`config.mk`:
```
export PLATFORM = sky130hd
export DESIGN_NAME = alu_share_arbiter
export DESIGN_NICKNAME = d
export VERILOG_FILES = /design/src/rtl/alu_share_arbiter.sv
export SDC_FILE = /design/constraint.sdc
export NUM_CORES = 1
export LEC_CHECK = 0
export ABC_CLOCK_PERIOD_IN_PS = 1800
export CORE_MARGIN = 10
export CORE_UTILIZATION = 30
export DETAILED_ROUTE_END_ITERATION = 12
export PLACE_DENSITY = 0.68
export SYNTH_ARGS = -nofsm -noshare
export SYNTH_HDL_FRONTEND = slang
export SYNTH_SLANG_ARGS = --single-unit
```
`constraint.sdc`:
```
create_clock -name clk -period 1.8 [get_ports clk]
set_input_delay 0.18 -clock clk [delete_from_list [all_inputs] [get_ports clk]]
set_output_delay 0.18 -clock clk [all_outputs]
set_load 0.02 [all_outputs]
```
`src/rtl/alu_share_arbiter.sv`:
```
// Round-robin arbiter sharing one external 4-bit ALU between two requesters.
// Optional per-requester completed-op counters: define ALU_SHARE_OPCOUNT_EN.
module alu_share_arbiter #(
    parameter int WIDTH       = 4,
    parameter int HOLD_CYCLES = 1
) (
    input  logic             clk,
    input  logic             reset,
    input  logic             req0,
    input  logic [WIDTH-1:0] a0,
    input  logic [WIDTH-1:0] b0,
    input  logic [1:0]       op0,
    input  logic             req1,
    input  logic [WIDTH-1:0] a1,
    input  logic [WIDTH-1:0] b1,
    input  logic [1:0]       op1,
    output logic             ack0,
    output logic             ack1,
    output logic [WIDTH-1:0] res_data,
    output logic             res_valid0,
    output logic             res_valid1,
    output logic             busy,
    output logic [WIDTH-1:0] alu_A,
    output logic [WIDTH-1:0] alu_B,
    output logic [1:0]       alu_S,
    input  logic [WIDTH-1:0] alu_result
`ifdef ALU_SHARE_OPCOUNT_EN
    ,
    output logic [7:0]       op_count0,
    output logic [7:0]       op_count1
`endif
);

    typedef enum logic [1:0] {
        IDLE = 2'd0,
        EXEC = 2'd1,
        RESP = 2'd2
    } state_t;

    localparam logic [3:0] HOLD_LOAD = 4'(HOLD_CYCLES - 1);

    state_t           state_q, state_d;
    logic [3:0]       cnt_q, cnt_d;
    logic             last_q, last_d;
    logic             owner_q, owner_d;
    logic             ack0_q, ack0_d, ack1_q, ack1_d;
    logic             rv0_q, rv0_d, rv1_q, rv1_d;
    logic             busy_q, busy_d;
    logic [WIDTH-1:0] res_q, res_d, a_q, a_d, b_q, b_d;
    logic [1:0]       s_q, s_d;
    logic             gnt0, gnt1;

    // On a tie the requester that did not win last time is served.
    assign gnt1 = req1 && (!req0 || !last_q);
    assign gnt0 = req0 && !gnt1;

    always_comb begin
        state_d = state_q;
        cnt_d   = cnt_q;
        last_d  = last_q;
        owner_d = owner_q;
        ack0_d  = 1'b0;
        ack1_d  = 1'b0;
        rv0_d   = 1'b0;
        rv1_d   = 1'b0;
        busy_d  = busy_q;
        res_d   = res_q;
        a_d     = a_q;
        b_d     = b_q;
        s_d     = s_q;
        case (state_q)
            IDLE: begin
                busy_d = 1'b0;
                if (gnt0 || gnt1) begin
                    state_d = EXEC;
                    busy_d  = 1'b1;
                    owner_d = gnt1;
                    last_d  = gnt1;
                    ack0_d  = gnt0;
                    ack1_d  = gnt1;
                    cnt_d   = HOLD_LOAD;
                    a_d     = gnt1 ? a1 : a0;
                    b_d     = gnt1 ? b1 : b0;
                    s_d     = gnt1 ? op1 : op0;
                end
            end
            EXEC: begin
                busy_d = 1'b1;
                if (cnt_q == 4'd0) begin
                    res_d   = alu_result;
                    state_d = RESP;
                    rv0_d   = !owner_q;
                    rv1_d   = owner_q;
                end else begin
                    cnt_d = cnt_q - 4'd1;
                end
            end
            RESP: begin
                state_d = IDLE;
                busy_d  = 1'b0;
            end
            default: begin
                state_d = IDLE;
                busy_d  = 1'b0;
            end
        endcase
    end

    always_ff @(posedge clk) begin
        if (reset) begin
            state_q <= IDLE;
            cnt_q   <= 4'd0;
            last_q  <= 1'b1;
            owner_q <= 1'b0;
            ack0_q  <= 1'b0;
            ack1_q  <= 1'b0;
            rv0_q   <= 1'b0;
            rv1_q   <= 1'b0;
            busy_q  <= 1'b0;
            res_q   <= '0;
            a_q     <= '0;
            b_q     <= '0;
            s_q     <= 2'd0;
        end else begin
            state_q <= state_d;
            cnt_q   <= cnt_d;
            last_q  <= last_d;
            owner_q <= owner_d;
            ack0_q  <= ack0_d;
            ack1_q  <= ack1_d;
            rv0_q   <= rv0_d;
            rv1_q   <= rv1_d;
            busy_q  <= busy_d;
            res_q   <= res_d;
            a_q     <= a_d;
            b_q     <= b_d;
            s_q     <= s_d;
        end
    end

    assign ack0       = ack0_q;
    assign ack1       = ack1_q;
    assign res_valid0 = rv0_q;
    assign res_valid1 = rv1_q;
    assign busy       = busy_q;
    assign res_data   = res_q;
    assign alu_A      = a_q;
    assign alu_B      = b_q;
    assign alu_S      = s_q;

`ifdef ALU_SHARE_OPCOUNT_EN
    logic [7:0] opc0_q, opc1_q;

    // Counts advance on the same edge that raises the matching res_valid.
    always_ff @(posedge clk) begin
        if (reset) begin
            opc0_q <= 8'd0;
            opc1_q <= 8'd0;
        end else begin
            if (rv0_d) opc0_q <= opc0_q + 8'd1;
            if (rv1_d) opc1_q <= opc1_q + 8'd1;
        end
    end

    assign op_count0 = opc0_q;
    assign op_count1 = opc1_q;
`endif

endmodule

```
==> results.md <==
- The flow ran to the end, and the final reports show no timing, DRC or antenna violations.
- The critical path ends at cnt_q[1].
- The filler cells instantiated in the layout total 326.
- The startpoint of the most critical register-to-register path is cnt_q[0].
- The clock latency on the worst-skew pair is 0.27 ns.
- The type of element launching the critical path is a flip-flop.
- The number of nets in the synthesized netlist is 140.
- For flop-to-flop paths, the worst setup slack is 0.21 ns.
- The residual overflow from global routing is 0.
- The path class of the tightest hold or removal check is reg -> reg.
- The number of antenna violations at the first check in global routing was 0.
- The final max-slew violation count is 0.
- The first detailed-routing pass ran for 4 iterations.
- The worst setup path is of the reg -> reg kind.
- The simple-gate portion of the synthesized area is 15.5%.
- The multi-input combinational cells in the finished layout cover a total of 517 µm².
- The top cell types in the final layout, fill and taps aside, are 46 x sky130_fd_sc_hd__clkdlybuf4s50_1, 27 x sky130_fd_sc_hd__dfxtp_1, 10 x sky130_fd_sc_hd__mux2i_1, 10 x sky130_fd_sc_hd__o2bb2ai_1, 9 x sky130_fd_sc_hd__a21oi_1.
- The root buffer cell chosen for the clock tree is sky130_fd_sc_hd__clkbuf_8.
- Of the synthesized area, sequential elements account for 49.4%.
- The transition time of the tightest slew-check pin is 0.576 ns.
- The flip-flop and latch count after synthesis is 27.
- The Yosys step of the flow raised 0 warnings.
- The global placement routability congestion is 0.681.
- The sequential cells in the finished layout cover a total of 541 µm².
- The count of cell types in the netlist is 29.
- Max-cap violations in this run came to 0.
- Of the post-synthesis cell area, the dominant cell type holds 49.4%.
- The mux contribution to synthesized area is 9.14%.
- The number of gates given a new drive strength after cts is 0.
- The worst clock skew is 0.00448 ns.
- The count of antenna diodes in the layout is 0.
- Once the floorplan was initialized, standard cells occupied 31.8% of the core.
- The core box area is 0.00344 mm².
- The final-report hold violation count is 0.
- The synthesized netlist occupies a cell area of 0.00109 mm².
- The placement row count is 21.
- The shortest period the worst path allows is 1.59 ns.
- STA puts the critical path data required time at 2.00 ns.
- After detailed routing, the number of remaining DRC violations is 0.
- Setup violations remaining at the end of the flow were counted as 0.
- The number of levels the H-tree was split into is 1.
- For this block, the via count after detailed routing is 985.
- The detailed router finished its first iteration with 36 violations.
- The maximum fanout count along the critical path is 10.
- The net count of the finished layout is 189.
- The worst ir drop on vdd is 0.313 mV.
- From bottom edge to top edge, the die measures 80.4 µm.
- Entering global routing, the biggest net connects 17 pins.
- The average footprint of a synthesized cell is 9.95 µm².
- Data on the critical path arrives at its endpoint at 1.79 ns.
- The number of global-route vias before repair is 1022.
- The fraction of layout instances using a drive strength above 1 is 7.59%.
- Synthesis produced 110 cells.
- TritonCTS built the clock tree.
- From left edge to right edge, the die measures 80.4 µm.
- The total CTS buffers is 3.
- Setup repair after global routing left no endpoint under its margin.
- The worst slack at placement is 0.189 ns.
- The number of nets with antenna violations after detailed routing is 0.
- The number of port buffers is 46.
- The synthesized design spends more area on one cell type than any other, namely sky130_fd_sc_hd__dfxtp_1.
- In this run the count of I/O pins placed on the die edge is 47.
- The clock net in this run drives a total of 27 sinks.
- For this design the static power due to leakage is 0.610 nW.
- Across every metal layer, demand over resource in global routing totals 9.05%.
- After detailed routing, the average wire length per cell comes to 13.9 µm.
- Tracing the worst setup path back leads to its startpoint at cnt_q[0].
- Of the total synthesized cell area, the portion taken by XOR and XNOR cells is 0%.
- The count of buffers added by post-CTS timing repair for setup is 0.
- The via count normalized by instance count is 4.83.
- The total design power is 1.32 mW.
- The destination of the worst register-to-register timing path is cnt_q[1].
- The number of buffers between clock root and the deepest sink is 2.
- The synthesized netlist devotes 20.2% of its cell area to compound gates.
- The final critical-path setup slack is 0.214 ns.
- The share of synthesized cell area in full adder, half adder and majority cells is 2.29%.
- For this run, the top clock speed supported by timing is 630 MHz.
- In the finished design, the share of the clock period the worst path needs comes to 88.1%.
- The floorplan step defined a die boundary enclosing 0.00647 mm².
- The clock edge transition at the registers on the reported setup and hold paths is 0.09 ns.
- The first global-routing pass estimated 4790 µm of wire.
- For this design, the CTS-stage hold fixing added 0 buffers.
- Summed over all layers, the routed wires come to 2840 µm.
- Once detailed placement completed, the half-perimeter wirelength came to 2300 µm.
- For the worst flop-to-flop path, the logic depth is 5.
- From synthesis to final layout, the design area changed by 52.1%.
- The worst pin sits at a relative slew slack of 61.4%.
- The power density of the placed cells is 792 mW/mm².
- The accumulated negative setup slack is 0 ns.
- Yosys attributes the largest share of cell area to sky130_fd_sc_hd__dfxtp_1 49%, sky130_fd_sc_hd__mux2i_1 9.1%, sky130_fd_sc_hd__o2bb2ai_1 8.0%.
- Leaving out fill and tap cells, the most frequent cell in the layout is sky130_fd_sc_hd__clkdlybuf4s50_1.
- The kind of capture point of the worst setup path is a flip-flop.
- The dominant combinational cell family by area after synthesis is compound AO/OA/AOI/OAI gates.
## kinds of logic after synthesis
group,after synthesis
DFF,27
AOI/OAI and AO/OA,32
adders and majority gates,2
muxes,10
buffers and inverters,9
and+or+nand+nor,30
## flip-flops by register name, summed over array words and instances (netlist names), 2 cells and up
name      cells
cnt_q         4
alu_S         2
alu_A         4
state_q       2
alu_B         4
res_data      4
## worst min path at each step
stage                              from          end  slack (ns)  depth (start not counted)
final                           owner_q   res_valid0        0.46                          1
after global routing      alu_result[2]  res_data[2]        0.49                          3
after CTS                       owner_q   res_valid0        0.46                          1
after detailed placement        owner_q   res_valid0        0.45                          1
after global placement          owner_q   res_valid0        0.43                          1
after floorplan                   reset       last_q        0.28                          1
## worst max-delay path, cell delays in order (launching register included)
cell                       delay, ns
sky130_fd_sc_hd__dfxtp_1        0.33
sky130_fd_sc_hd__inv_1          0.09
sky130_fd_sc_hd__ha_1           0.17
sky130_fd_sc_hd__nor3b_2        0.50
sky130_fd_sc_hd__o221ai_1       0.23
sky130_fd_sc_hd__a21oi_1        0.19
## per-layer routing
metal / routed length, µm / up-vias / track usage [%]
li1: - / 498 / -
met5: 0 / - / 0
met2: 1120 / 44 / 12.6
met1: 1260 / 439 / 10.7
met3: 442 / 4 / 6.57
met4: 27 / 0 / 2.64
## per-stage QoR
stage | hold WS (ns) | cell area, µm² | cells | util, %
2_1_floorplan | 0.285 | 1090 | 110 | -
3_3_place_gp | 0.432 | 1620 | 200 | 47.0
3_5_place_dp | 0.449 | 1620 | 200 | 47.0
4_1_cts | 0.462 | 1670 | 204 | 48.4
5_1_grt | 0.487 | 1670 | 204 | 48.4
6_report | 0.460 | 1670 | 204 | 48.4
## layout make-up
cell class,instances,area share [%]
flip-flops and latches,27,32.5
clock buffers,3,2.48
inverters,3,0.676
multi-input cells,74,31.0
clock inverters,1,0.451
well taps,46,3.46
repair buffers,50,29.5
## where the power goes
| part | internal, mW | switching [mW] | total (mW) |
|---|---|---|---|
| Sequential | 0.642 | 0.0252 | 0.667 |
| Clock | 0.157 | 0.190 | 0.347 |
| Combinational | 0.164 | 0.141 | 0.306 |
## Yosys cell counts (all sizes together)
| cell type | instances |
|---|---|
| nor3b | 2 |
| nand2 | 2 |
| o221ai | 1 |
| a221o | 1 |
| inv | 3 |
| and2 | 1 |
| o2bb2ai | 10 |
| a22o | 1 |
| or2 | 2 |
| ha | 2 |
| a21o | 1 |
| nor2 | 6 |
| nand3 | 5 |
| a21boi | 1 |
| nor3 | 3 |
| buf | 3 |
| or4 | 2 |
| a21oi | 9 |
| nor2b | 2 |
| dfxtp | 27 |
| mux2i | 10 |
| o21ai | 7 |
| nand2b | 1 |
| or3 | 3 |
| or3b | 1 |
| a22oi | 1 |
| clkbuf | 3 |
Power figures use the tool's default switching activity.
